<file path="src/rtl/roxxon_pkg.sv">
// Shared definitions for the instruction sequencer and the SIMD Control_Unit:
// sequencer state encoding, halt-bit position and opcode constants.
package roxxon_pkg;

  typedef enum logic [2:0] {
    ST_IDLE      = 3'd0,
    ST_FETCH     = 3'd1,
    ST_ISSUE     = 3'd2,
    ST_WAIT_DONE = 3'd3,
    ST_HALT      = 3'd4
  } seq_state_t;

  // Bit of an instruction word that marks it as a halt word.
  localparam int HALT_BIT = 7;

  // Opcodes understood by the Control_Unit.
  localparam logic [7:0] OP_NOP   = 8'h00;
  localparam logic [7:0] OP_LOAD  = 8'h01;
  localparam logic [7:0] OP_STORE = 8'h02;
  localparam logic [7:0] OP_ADD   = 8'h03;
  localparam logic [7:0] OP_SUB   = 8'h04;
  localparam logic [7:0] OP_MUL   = 8'h05;
  localparam logic [7:0] OP_AND   = 8'h06;
  localparam logic [7:0] OP_OR    = 8'h07;
  localparam logic [7:0] OP_XOR   = 8'h08;
  localparam logic [7:0] OP_SHL   = 8'h09;
  localparam logic [7:0] OP_SHR   = 8'h0A;
  localparam logic [7:0] OP_HALT  = 8'h80;

  // True when the low byte of a fetched word requests a halt.
  function automatic logic is_halt_word(input logic [7:0] opc);
    return opc[HALT_BIT];
  endfunction

endpackage

</file>
<file path="src/rtl/instr_mem.sv">
// Program RAM for the instruction sequencer: single port, write-first,
// synchronous read. Contents are deliberately not reset so a program
// survives a sequencer reset.
module instr_mem #(
  parameter int IW    = 32,
  parameter int DEPTH = 32,
  parameter int AW    = $clog2(DEPTH)
) (
  input  logic          CLK,
  input  logic          we,
  input  logic [AW-1:0] addr,
  input  logic [IW-1:0] wdata,
  output logic [IW-1:0] rdata
);

  logic [IW-1:0] mem_r [DEPTH];
  logic [IW-1:0] rdata_r;

  // Write-first port: a write also returns the written word on the read data.
  always_ff @(posedge CLK) begin
    if (we) begin
      mem_r[addr] <= wdata;
      rdata_r     <= wdata;
    end else begin
      rdata_r     <= mem_r[addr];
    end
  end

  assign rdata = rdata_r;

endmodule

</file>
<file path="src/rtl/instr_sequencer.sv">
// Instruction issuer for the SIMD Control_Unit. Fetches program words in
// order, presents each on INSTR with ONSWT high until DONE, and pulses
// OFFSWT on a halt word, on running past the last entry, or on timeout.
// Optional feature: define SEQ_TIMEOUT_EN to build the DONE-wait watchdog.
module instr_sequencer
  import roxxon_pkg::*;
#(
  parameter int IW    = 32,
  parameter int DEPTH = 32,
  parameter int AW    = $clog2(DEPTH)
`ifdef SEQ_TIMEOUT_EN
  ,
  parameter int TMO   = 256
`endif
) (
  input  logic          CLK,
  input  logic          RSTN,
  input  logic          PROG_WE,
  input  logic [AW-1:0] PROG_ADDR,
  input  logic [IW-1:0] PROG_DATA,
  input  logic          START,
  input  logic          DONE,
  output logic [IW-1:0] INSTR,
  output logic          ONSWT,
  output logic          OFFSWT,
  output logic [AW-1:0] PC,
  output logic          BUSY,
  output logic          OVERRUN,
  output logic          TIMEOUT
);

  seq_state_t    state_r, state_s;
  logic [IW-1:0] instr_r, instr_s;
  logic          onswt_r, onswt_s;
  logic          offswt_r, offswt_s;
  logic [AW-1:0] pc_r, pc_s;
  logic          busy_r, busy_s;
  logic          overrun_r, overrun_s;
  logic          timeout_r, timeout_s;

  logic          mem_we_s;
  logic [AW-1:0] mem_addr_s;
  logic [IW-1:0] rdata_s;
  logic          tmo_expired_s;

  // Host writes reach the RAM only while idle; otherwise the port reads PC.
  assign mem_we_s   = RSTN && PROG_WE && (state_r == ST_IDLE);
  assign mem_addr_s = mem_we_s ? PROG_ADDR : pc_r;

  instr_mem #(
    .IW    (IW),
    .DEPTH (DEPTH),
    .AW    (AW)
  ) u_mem (
    .CLK   (CLK),
    .we    (mem_we_s),
    .addr  (mem_addr_s),
    .wdata (PROG_DATA),
    .rdata (rdata_s)
  );

`ifdef SEQ_TIMEOUT_EN
  localparam int CW = (TMO > 1) ? $clog2(TMO) : 1;
  logic [CW-1:0] tmo_cnt_r;

  // Watchdog counts cycles spent in WAIT_DONE; zero on every entry.
  always_ff @(posedge CLK) begin
    if (!RSTN) begin
      tmo_cnt_r <= {CW{1'b0}};
    end else if (state_r != ST_WAIT_DONE) begin
      tmo_cnt_r <= {CW{1'b0}};
    end else begin
      tmo_cnt_r <= tmo_cnt_r + CW'(1);
    end
  end

  assign tmo_expired_s = (state_r == ST_WAIT_DONE) && (tmo_cnt_r == CW'(TMO - 1));
`else
  assign tmo_expired_s = 1'b0;
`endif

  // Next-state and next-output logic; every register holds unless changed.
  always_comb begin
    state_s   = state_r;
    instr_s   = instr_r;
    onswt_s   = onswt_r;
    pc_s      = pc_r;
    overrun_s = overrun_r;
    timeout_s = timeout_r;
    case (state_r)
      ST_IDLE: begin
        if (START) begin
          state_s   = ST_FETCH;
          pc_s      = {AW{1'b0}};
          overrun_s = 1'b0;
          timeout_s = 1'b0;
        end else begin
          state_s   = ST_IDLE;
        end
      end
      ST_FETCH: begin
        state_s = ST_ISSUE;
      end
      ST_ISSUE: begin
        if (is_halt_word(rdata_s[7:0])) begin
          state_s = ST_HALT;
        end else begin
          instr_s = rdata_s;
          onswt_s = 1'b1;
          state_s = ST_WAIT_DONE;
        end
      end
      ST_WAIT_DONE: begin
        if (DONE) begin
          onswt_s = 1'b0;
          if (pc_r == AW'(DEPTH - 1)) begin
            overrun_s = 1'b1;
            state_s   = ST_HALT;
          end else begin
            pc_s      = pc_r + AW'(1);
            state_s   = ST_FETCH;
          end
        end else if (tmo_expired_s) begin
          timeout_s = 1'b1;
          onswt_s   = 1'b0;
          state_s   = ST_HALT;
        end else begin
          state_s   = ST_WAIT_DONE;
        end
      end
      ST_HALT: begin
        state_s = ST_IDLE;
      end
      default: begin
        state_s = ST_IDLE;
        onswt_s = 1'b0;
      end
    endcase
    offswt_s = (state_s == ST_HALT);
    busy_s   = (state_s != ST_IDLE);
  end

  // State and output registers with synchronous active-low reset.
  always_ff @(posedge CLK) begin
    if (!RSTN) begin
      state_r   <= ST_IDLE;
      instr_r   <= {IW{1'b0}};
      onswt_r   <= 1'b0;
      offswt_r  <= 1'b0;
      pc_r      <= {AW{1'b0}};
      busy_r    <= 1'b0;
      overrun_r <= 1'b0;
      timeout_r <= 1'b0;
    end else begin
      state_r   <= state_s;
      instr_r   <= instr_s;
      onswt_r   <= onswt_s;
      offswt_r  <= offswt_s;
      pc_r      <= pc_s;
      busy_r    <= busy_s;
      overrun_r <= overrun_s;
      timeout_r <= timeout_s;
    end
  end

  assign INSTR   = instr_r;
  assign ONSWT   = onswt_r;
  assign OFFSWT  = offswt_r;
  assign PC      = pc_r;
  assign BUSY    = busy_r;
  assign OVERRUN = overrun_r;
  assign TIMEOUT = timeout_r;

endmodule

</file>
<file path="config.mk">
export PLATFORM = sky130hd
export DESIGN_NAME = instr_sequencer
export DESIGN_NICKNAME = d
export VERILOG_FILES = /design/src/rtl/roxxon_pkg.sv /design/src/rtl/instr_mem.sv /design/src/rtl/instr_sequencer.sv
export SDC_FILE = /design/constraint.sdc
export NUM_CORES = 1
export LEC_CHECK = 0
export ABC_AREA = 1
export CAP_MARGIN = 20
export CORE_MARGIN = 2
export CORE_UTILIZATION = 40
export DETAILED_ROUTE_END_ITERATION = 12
export PLACE_DENSITY_LB_ADDON = 0.2
export SYNTH_ARGS = -nofsm -noshare
export SYNTH_HDL_FRONTEND = slang
export SYNTH_SLANG_ARGS = --single-unit
export TNS_END_PERCENT = 30
</file>
<file path="constraint.sdc">
create_clock -name CLK -period 8.4 [get_ports CLK]
set_input_delay 1.26 -clock CLK [delete_from_list [all_inputs] [get_ports CLK]]
set_output_delay 1.26 -clock CLK [all_outputs]
set_load 0.02 [all_outputs]
</file>
Word-level counts from Yosys, hierarchy flattened
Memories as Yosys holds them, arrays and structs flattened. A register that Yosys moved wholly into a read port is not among the register bits.
Index checks and enable logic that the tools add are counted.
- register bits after elaboration: 43
- input bits: 42
- memories kept: 1
- output and inout bits: 42
- memory bits (writable): 1024
- memory list (memory ; depth ; bits a word ; read ports ; clocked after memory_dff ; write ports ; line ; RTL):
    u_mem.mem_r ; 32 ; 32 ; 1 ; 1 ; 1 ; instr_mem.sv:16 ; logic [IW-1:0] mem_r [DEPTH];
- bitwise operators: 2
- multiplexer cells: 19
- eq/ne operators: 11
- add/sub/neg operators: 1
- reduce and logical (&&, ||, !) cells: 10
- operators with widths (kind ; count):
    5-bit two-way mux ; 4
    3-bit one-hot mux with 4 select lines ; 1
    2-bit != test, second input constant ; 5
    5-bit one-hot mux with 2 select lines ; 1
    3-bit two-way mux ; 3
    1-bit two-way mux ; 8
    4-bit AND reduction ; 2
    3-bit by 2-bit equality test with 1-bit output, second input constant ; 2
    3-bit equality test, second input constant ; 2
    5-bit by 1-bit adder with 5-bit output, second input constant ; 1
    5-bit equality test, second input constant ; 1
    3-bit by 1-bit equality test with 1-bit output, second input constant ; 1
    3-bit logical NOT ; 1
    1-bit one-hot mux with 3 select lines ; 1
    3-bit AND reduction ; 1
    3-bit nonzero test ; 1
    3-bit OR reduction ; 1
    1-bit logical AND ; 2
    1-bit inverter ; 2
    1-bit one-hot mux with 2 select lines ; 1
    2-bit AND reduction ; 1
    2-bit nonzero test ; 1

Longest topological paths before layout
Gate-level depths: netlist of the first run.
- word-level depth: 5
- mapped depth: 16
- depth with buffers taken out: 12

Cells and area by module
A second synthesis of the first run with hierarchy kept.
- cells, all modules: 3754
- area, all modules: 43714.4 µm²
- modules (own cells, without submodules) (module ; cells each ; area an instance (µm²) ; times used):
    instr_mem ; 3509 ; 41865.2 ; 1
    instr_sequencer ; 245 ; 1849.3 ; 1

Worst setup path after synthesis of the first run
OpenSTA, ideal clock, no wires.
- path kind: input -> register
- start point: in PROG_WE
- end point: mem u_mem.mem_r[0][0], enable pin
- required time: 7.979 ns
- cell stages on the path: 8
- arrival time: 3.500 ns
- setup slack: 4.479 ns
- path buffers: 1
- cells stage by stage: nand3_1 clkbuf_1 nand2_1 o21ai_0 inv_1 nor2_1 nand2_1 nor2_1
- RTL lines (item ; line ; RTL):
    start, declared ; instr_sequencer.sv:18 ; input logic PROG_WE,
    1-bit logical AND (2 in a row) ; instr_sequencer.sv:47 ; assign mem_we_s = RSTN && PROG_WE && (state_r == ST_IDLE);
    5-bit two-way mux ; instr_sequencer.sv:48 ; assign mem_addr_s = mem_we_s ? PROG_ADDR : pc_r;
    net mem_addr_s[3] ; instr_sequencer.sv:42 ; logic [AW-1:0] mem_addr_s;
    end, declared ; instr_mem.sv:16 ;
The timed path passes the listed nets, and every way through them passes these cells.

==> results of run 1 <==
final cells by class:
type	count	area (µm²)	area share
Multi-Input combinational cell	2100	9850	0.202
Inverter	25	118	0.00241
Timing Repair Buffer	165	1770	0.0364
Clock inverter	45	359	0.00737
Clock buffer	162	3130	0.0643
Antenna cell	1	2.50	0.0000514
Tap cell	1391	1740	0.0357
Sequential cell	1072	31700	0.651
cell usage after synthesis (all sizes together):
cell type  number
edfxtp       1024
nor2          881
o21ai         537
nand2         225
nand3         219
o211ai        186
buf           120
clkbuf        112
dfxtp          48
a21oi          42
inv            25
nor3            5
ha              2
conb            1
nor3b           1
worst max-delay path by stage:
stage / startpoint / endpoint / slack [ps] / cells after the start
5_1_grt: flip-flop / BUSY / 3530 / 14
3_3_place_gp: RSTN / u_mem.mem_r[30][15] / 3650 / 5
6_report: flip-flop / BUSY / 3880 / 14
2_1_floorplan: PROG_WE / u_mem.mem_r[0][0] / 4480 / 8
4_1_cts: flip-flop / BUSY / 3810 / 14
3_5_place_dp: RSTN / u_mem.mem_r[0][25] / 3590 / 6
sequential cells by signal (all words and copies together) (netlist names), named ones only:
signal / count
OVERRUN: 1
u_mem.mem_r: 1024
PC: 5
INSTR: 31
state_r: 3
ONSWT: 1
OFFSWT: 1
BUSY: 1
per-layer routing:
| metal | track usage | part of all wire |
|---|---|---|
| met5 | 0 | 0.00019 |
| met4 | 0.0542 | 0.022 |
| met3 | 0.0289 | 0.064 |
| met2 | 0.319 | 0.45 |
| met1 | 0.312 | 0.46 |
power by group:
group,internal (mW),switching [mW]
combinational,0.699,1.80
clock,2.73,2.02
sequential,5.94,0.0971
total,9.36,3.91
cell families (layout without fill, tap and decap cells):
family / count (synthesis) / after routing / share of synthesized area
AND/OR/NAND/NOR: 1331 / 1331 / 0.124
adder cells (fa/ha/maj): 2 / 2 / 0.000586
flip-flops: 1072 / 1072 / 0.743
buffers and inverters: 257 / 397 / 0.0316
AO/OA/AOI/OAI: 765 / 765 / 0.101
other: 1 / 3 / 0.0000879
per-stage QoR:
step | area, µm² | worst slack, ps | cells | hold WS (ps) | util
after CTS | 48400 | 3810 | 4950 | 470 | 0.459
after floorplan | 42700 | 4480 | 3429 | 536 | -
after global routing | 48700 | 3530 | 4960 | 501 | 0.461
after global placement | 44800 | 3650 | 4738 | 455 | 0.424
final | 48700 | 3880 | 4961 | 466 | 0.461
after detailed placement | 44900 | 3590 | 4743 | 461 | 0.426
worst min-delay path, delay by kind of cell (launching register included):
kind	cells	cell delay (ps)
compound gates	1	50
flops	1	310
simple gates	1	60
==> summary.md, run 1 <==
| Metric | Value |
|---|---|
| Routed WL | ~120,000 µm |
| Final hold violation count | 0 |
| GRT Util Overall | 0.208 |
| Fill count | 9,400 |
| Initial antenna violation count | 3 |
| R2R depth | 14 |
| Total negative slack | 0 ps |
| Failing checks | design-rule violations |
| Area of the mapped netlist | about 43,000 µm² |
| Clock Skews | approximately 35 ps |
| Worst R2R End | BUSY |
| Critical Path Source Type | flip-flop |
| Yosys reg bits | around 1,100 |
| Crit path buffers/inverters | 3 |
| Slew Limit Fails | 0 |
| Hold path start | OVERRUN |
| Clk buf depth | 3 |
| Buffers added on ports | 81 |
| Most frequent cells in the layout | edfxtp_1 (1,024), nor2_1 (849), o21ai_0 (373), nand2_1 (224), nand3_1 (219) |
| Drt drc | 2 |
| Final period util | 0.538 |
| Number of global-route vias before repair | 25,600 |
| TritonCTS Buffers | 110 |
| CTS tree | yes |
| Share of cells above drive strength 1 | 0.0785 |
| Synth area leader | edfxtp_1 |
| Max H-tree Level | 3 |
| Hold crit path type | flip-flop to flip-flop |
| Die area | 109,000 µm² |
| I/O pin count | 84 |
| Synth top area share | 0.721 |
| First-pass GRT wire length | about 170,000 µm |
| Grt ovf | 0 |
| Resize count post-CTS | 0 |
| Sequential area share after synthesis | 0.743 |
| Cell variety after synth | 24 |
| Worst setup EP type | flip-flop |
| Crit-path max cell delay | 750 ps |
| Yosys synthesis warning count | 0 |
| Chip width | roughly 330 µm |
| Tightest Pin Transition | 1270 ps |
| Hold depth | 2 |
| Fmax | 221 MHz |
| Worst-Skew Late Latency | 700 ps |
| Crit path max-delay family | simple AND/OR/NAND/NOR gates |
| Total vias in the final route | approximately 27,000 |
| Syn-to-layout area delta | 14.2% |
| DR vias/cell | 5.44 |
| Unrepaired setup endpoints after global routing | false |
| Hold endpoint | OVERRUN |
| First-pass DRT Iterations | 10 |
| WP data arrival | 5090 ps |
| Clock root buffer | clkbuf_16 |
| Pin count of the biggest net entering global routing | 266 |
| Minimum clock period | 4520 ps |
| Post-Syn Instances | 3,428 |
| Commonest non-fill, non-tap cell in the layout | edfxtp_1 |
| Max VDD drop | 0.215 mV |
| NumNets Final | approximately 3,500 |
| Post-DP HPWL | 60,500 µm |
| CP Cell Sequence | buf_12 -> buf_12 -> nand2_1 -> nand3_1 -> nand3_1 -> nand2_1 -> nand2_1 -> nand3_1 -> nand2_1 -> buf_4 -> nand2_2 -> nand3_1 -> nor2_1 -> nor2_1 |
| Static Leak | 15.7 nW |
| Slowest-stage cell, CP | dfxtp_4 |
| DRT iter0 DRCs | 2,698 |
| Power per standard cell area | 273 nW/µm² |
| Slew headroom | 0.156 |
| DRT antenna net count | 0 |
| Std cell rows | 119 |
| R2r setup slk | between 3000 and 4000 ps |
| RePlAce Congestion | 0.776 |
| Setup Fix Bufs, Post-CTS | 0 |
| Die H | 331 µm |
| Max_cap viols | 0 |
| CTS Sinks | ~1,100 |
| Final setup vio count | 0 |
| Worst-path clk slew | 60 ps |
| Synth Area per Inst | approximately 12 µm² |
| Maximum fanout along the worst path | 215 |
| Initial Utilization | 0.404 |
| Core box area | 106,000 µm² |
| CTS Hold Bufs | 0 |
| Power Total | 13.3 mW |
| Classification of the worst setup path | flip-flop to flip-flop |
| Status | finished, violations left |
| Critical Path RT | 8970 ps |
| Post-DR wirelength/cell | 23.3 µm |
| Synth area leaders | edfxtp_1 (72%), nor2_1 (7.8%), o21ai_0 (4.4%), o211ai_1 (3.3%), nand3_1 (2.6%) |
Power figures use the tool's default switching activity.
==> inputs of run 2 (changes only) <==
==> constraint.sdc (replaced) <==
create_clock -name CLK -period 4.6 [get_ports CLK]
set_input_delay 0.69 -clock CLK [delete_from_list [all_inputs] [get_ports CLK]]
set_output_delay 0.69 -clock CLK [all_outputs]
set_load 0.02 [all_outputs]
==> run 2 against run 1 <==
Against the previous run: the flow still finishes with violations (design-rule violations); global-route usage increased by 0.87 points; die area unchanged; register-to-register slack lost 2800 ps; clock skew fell by 13 ps; non-clock buffer count is 23 higher.
==> summary.md, run 2 (synthesis results as in run 1) <==
| Metric | Value |
|---|---|
| Static Leak | 15.9 nW (+1.2%) |
| TritonCTS Buffers | 113 (+2.7%) |
| Final period util | 0.757 (+0.219) |
| Tightest Pin Transition | 1120 ps (-147 ps) |
| Std cell rows | 119 (unchanged) |
| Number of global-route vias before repair | 26,100 (+2.0%) |
| Worst r2r src | state_r[1] |
| Worst R2R End | u_mem.mem_r[5][25] |
| Drt drc | 1 (-1) |
| Finished Cell Area | 48,900 µm² (+0.47%) |
| Chip width | 331 µm (unchanged) |
| CTS Hold Bufs | 0 (unchanged) |
| Share of cells above drive strength 1 | 0.0917 (+0.0132) |
| Worst setup EP type | flip-flop |
| GRT Util Overall | 0.217 (+0.00870) |
| R2r setup slk | 1120 ps (-2760 ps) |
| Clk buf depth | 3 (unchanged) |
| Critical Path RT | 5000 ps (-3970 ps) |
| First-pass DRT Iterations | 11 (+1) |
| Fmax | 287 MHz (+30%) |
| Post-DR wirelength/cell | 23.8 µm (+2.1%) |
| Initial Utilization | 0.404 (unchanged) |
| CTS tree | yes |
| Final hold violation count | 0 (unchanged) |
| Classification of the worst setup path | flip-flop to flip-flop |
| Die H | 331 µm (unchanged) |
| Clock root buffer | clkbuf_16 |
| Layout Cells excl Fill | 4,990 (+0.58%) |
| RePlAce Congestion | 0.784 (+1.0%) |
| Grt ovf | 0 (unchanged) |
| Worst-path clk slew | 60 ps (about the same) |
| DR vias/cell | 5.46 (+0.33%) |
| Resize count post-CTS | 0 (unchanged) |
| Post-route worst setup slack | 1120 ps (-2760 ps) |
| Total vias in the final route | 27,200 (+0.92%) |
| Hold path start | ONSWT |
| Critical Path Source Type | flip-flop |
| Dpl cell area | 45,200 µm² (+0.59%) |
| Post-DP HPWL | 66,400 µm (+9.7%) |
| Core box area | 106,000 µm² (unchanged) |
| Slew headroom | 0.254 (+0.0983) |
| Top reg by flops | u_mem.mem_r |
| Minimum clock period | 3480 ps (-1040 ps) |
| Hold crit path type | flip-flop to flip-flop |
| Unrepaired setup endpoints after global routing | false |
| Number of instances in the placed design | 4,776 (+0.70%) |
| R2R depth | 10 (-4) |
| Initial antenna violation count | 2 (-1) |
| Max H-tree Level | 3 (unchanged) |
| Max VDD drop | 0.318 mV (+48%) |
| Pin count of the biggest net entering global routing | 202 (-24%) |
| Most frequent cells in the layout | edfxtp_1 (1,024), nor2_1 (849), o21ai_0 (373), nand2_1 (224), nand3_1 (219) |
| Hold endpoint | ONSWT |
| Setup Fix Bufs, Post-CTS | 0 (unchanged) |
| WHS | 462 ps (-4.03 ps) |
| DP Worst Slack | 708 ps (-2880 ps) |
| CTS Sinks | 1,072 (unchanged) |
| Hold depth | 2 (unchanged) |
| Buffers added on ports | 81 (unchanged) |
| Total negative slack | 0 ps (unchanged) |
| DRT iter0 DRCs | 3,078 (+14%) |
| Final setup vio count | 0 (unchanged) |
| Commonest non-fill, non-tap cell in the layout | edfxtp_1 |
| Syn-to-layout area delta | 14.7% |
| Failing checks | design-rule violations |
| Power per standard cell area | 508 nW/µm² (+86%) |
| Max_cap viols | 0 (unchanged) |
| Die area | 109,000 µm² (unchanged) |
| DRT antenna net count | 0 (unchanged) |
| Ant diodes | 0 (-1) |
| I/O pin count | 84 (unchanged) |
| FF/Latch Area | 31,700 µm² (unchanged) |
| Routed WL | 119,000 µm (+2.7%) |
| Max reg flops | 1,024 (unchanged) |
| First-pass GRT wire length | 176,000 µm (+3.6%) |
| Maximum fanout along the worst path | 16 (-93%) |
| NumNets Final | 3,544 (+0.74%) |
| Status | finished, violations left |
| Fill count | 9,436 (+0.38%) |
| Worst-Skew Late Latency | 700 ps (about the same) |
| Slew Limit Fails | 0 (unchanged) |
| WP data arrival | 3880 ps (-1210 ps) |
| Clock Skews | 21.4 ps (-13.4 ps) |
| Multi-input logic area | 9850 µm² (unchanged) |
-- run 2: through the flow --
stage | power (mW) | util
floorplan | 14.3 | -
global placement | 15.9 | 0.428
detailed placement | 15.9 | 0.428
CTS | 25.0 | 0.464
global route | 25.9 | 0.464
finish | 24.9 | 0.464
-- run 2: routing by layer --
layer	track usage	wire [µm]
met2	0.325	52600
met4	0.0554	2290
met1	0.332	55900
met3	0.0311	7730
met5	0	0
-- run 2: worst max path at each step --
| stage | start | endpoint | cells past startpoint |
|---|---|---|---|
| 6_report | state_r[1] | u_mem.mem_r[5][25] | 10 |
| 5_1_grt | state_r[0] | u_mem.mem_r[5][13] | 10 |
| 4_1_cts | state_r[1] | u_mem.mem_r[5][22] | 10 |
| 3_5_place_dp | PROG_WE | u_mem.mem_r[5][22] | 8 |
| 3_3_place_gp | PROG_WE | u_mem.mem_r[5][23] | 8 |
| 2_1_floorplan | PROG_WE | u_mem.mem_r[0][0] | 8 |
-- run 2: power breakdown --
group	leakage [nW]	switching, mW	internal [mW]
Combinational	4.51	3.45	1.29
Clock	1.83	3.83	5.33
Sequential	9.61	0.128	10.8
Total	15.9	7.41	17.5
-- run 2: area by class of cell --
cell class              instances  area share
multi-input cells            2100       0.201
clock inverters                64      0.0133
repair buffers                188      0.0361
inverters                      25     0.00240
well taps                    1391      0.0356
flip-flops and latches       1072       0.648
clock buffers                 150      0.0629
-- run 2: worst max-delay path, cell delays in order (launching register included) --
cell and delay, ps:
dfxtp_1 320, nor2_1 130, nand2_1 100, inv_1 80
nand3_1 400, o21ai_0 600, inv_1 160, nor2_1 180
nand2_1 260, nor2_4 610, buf_4 330
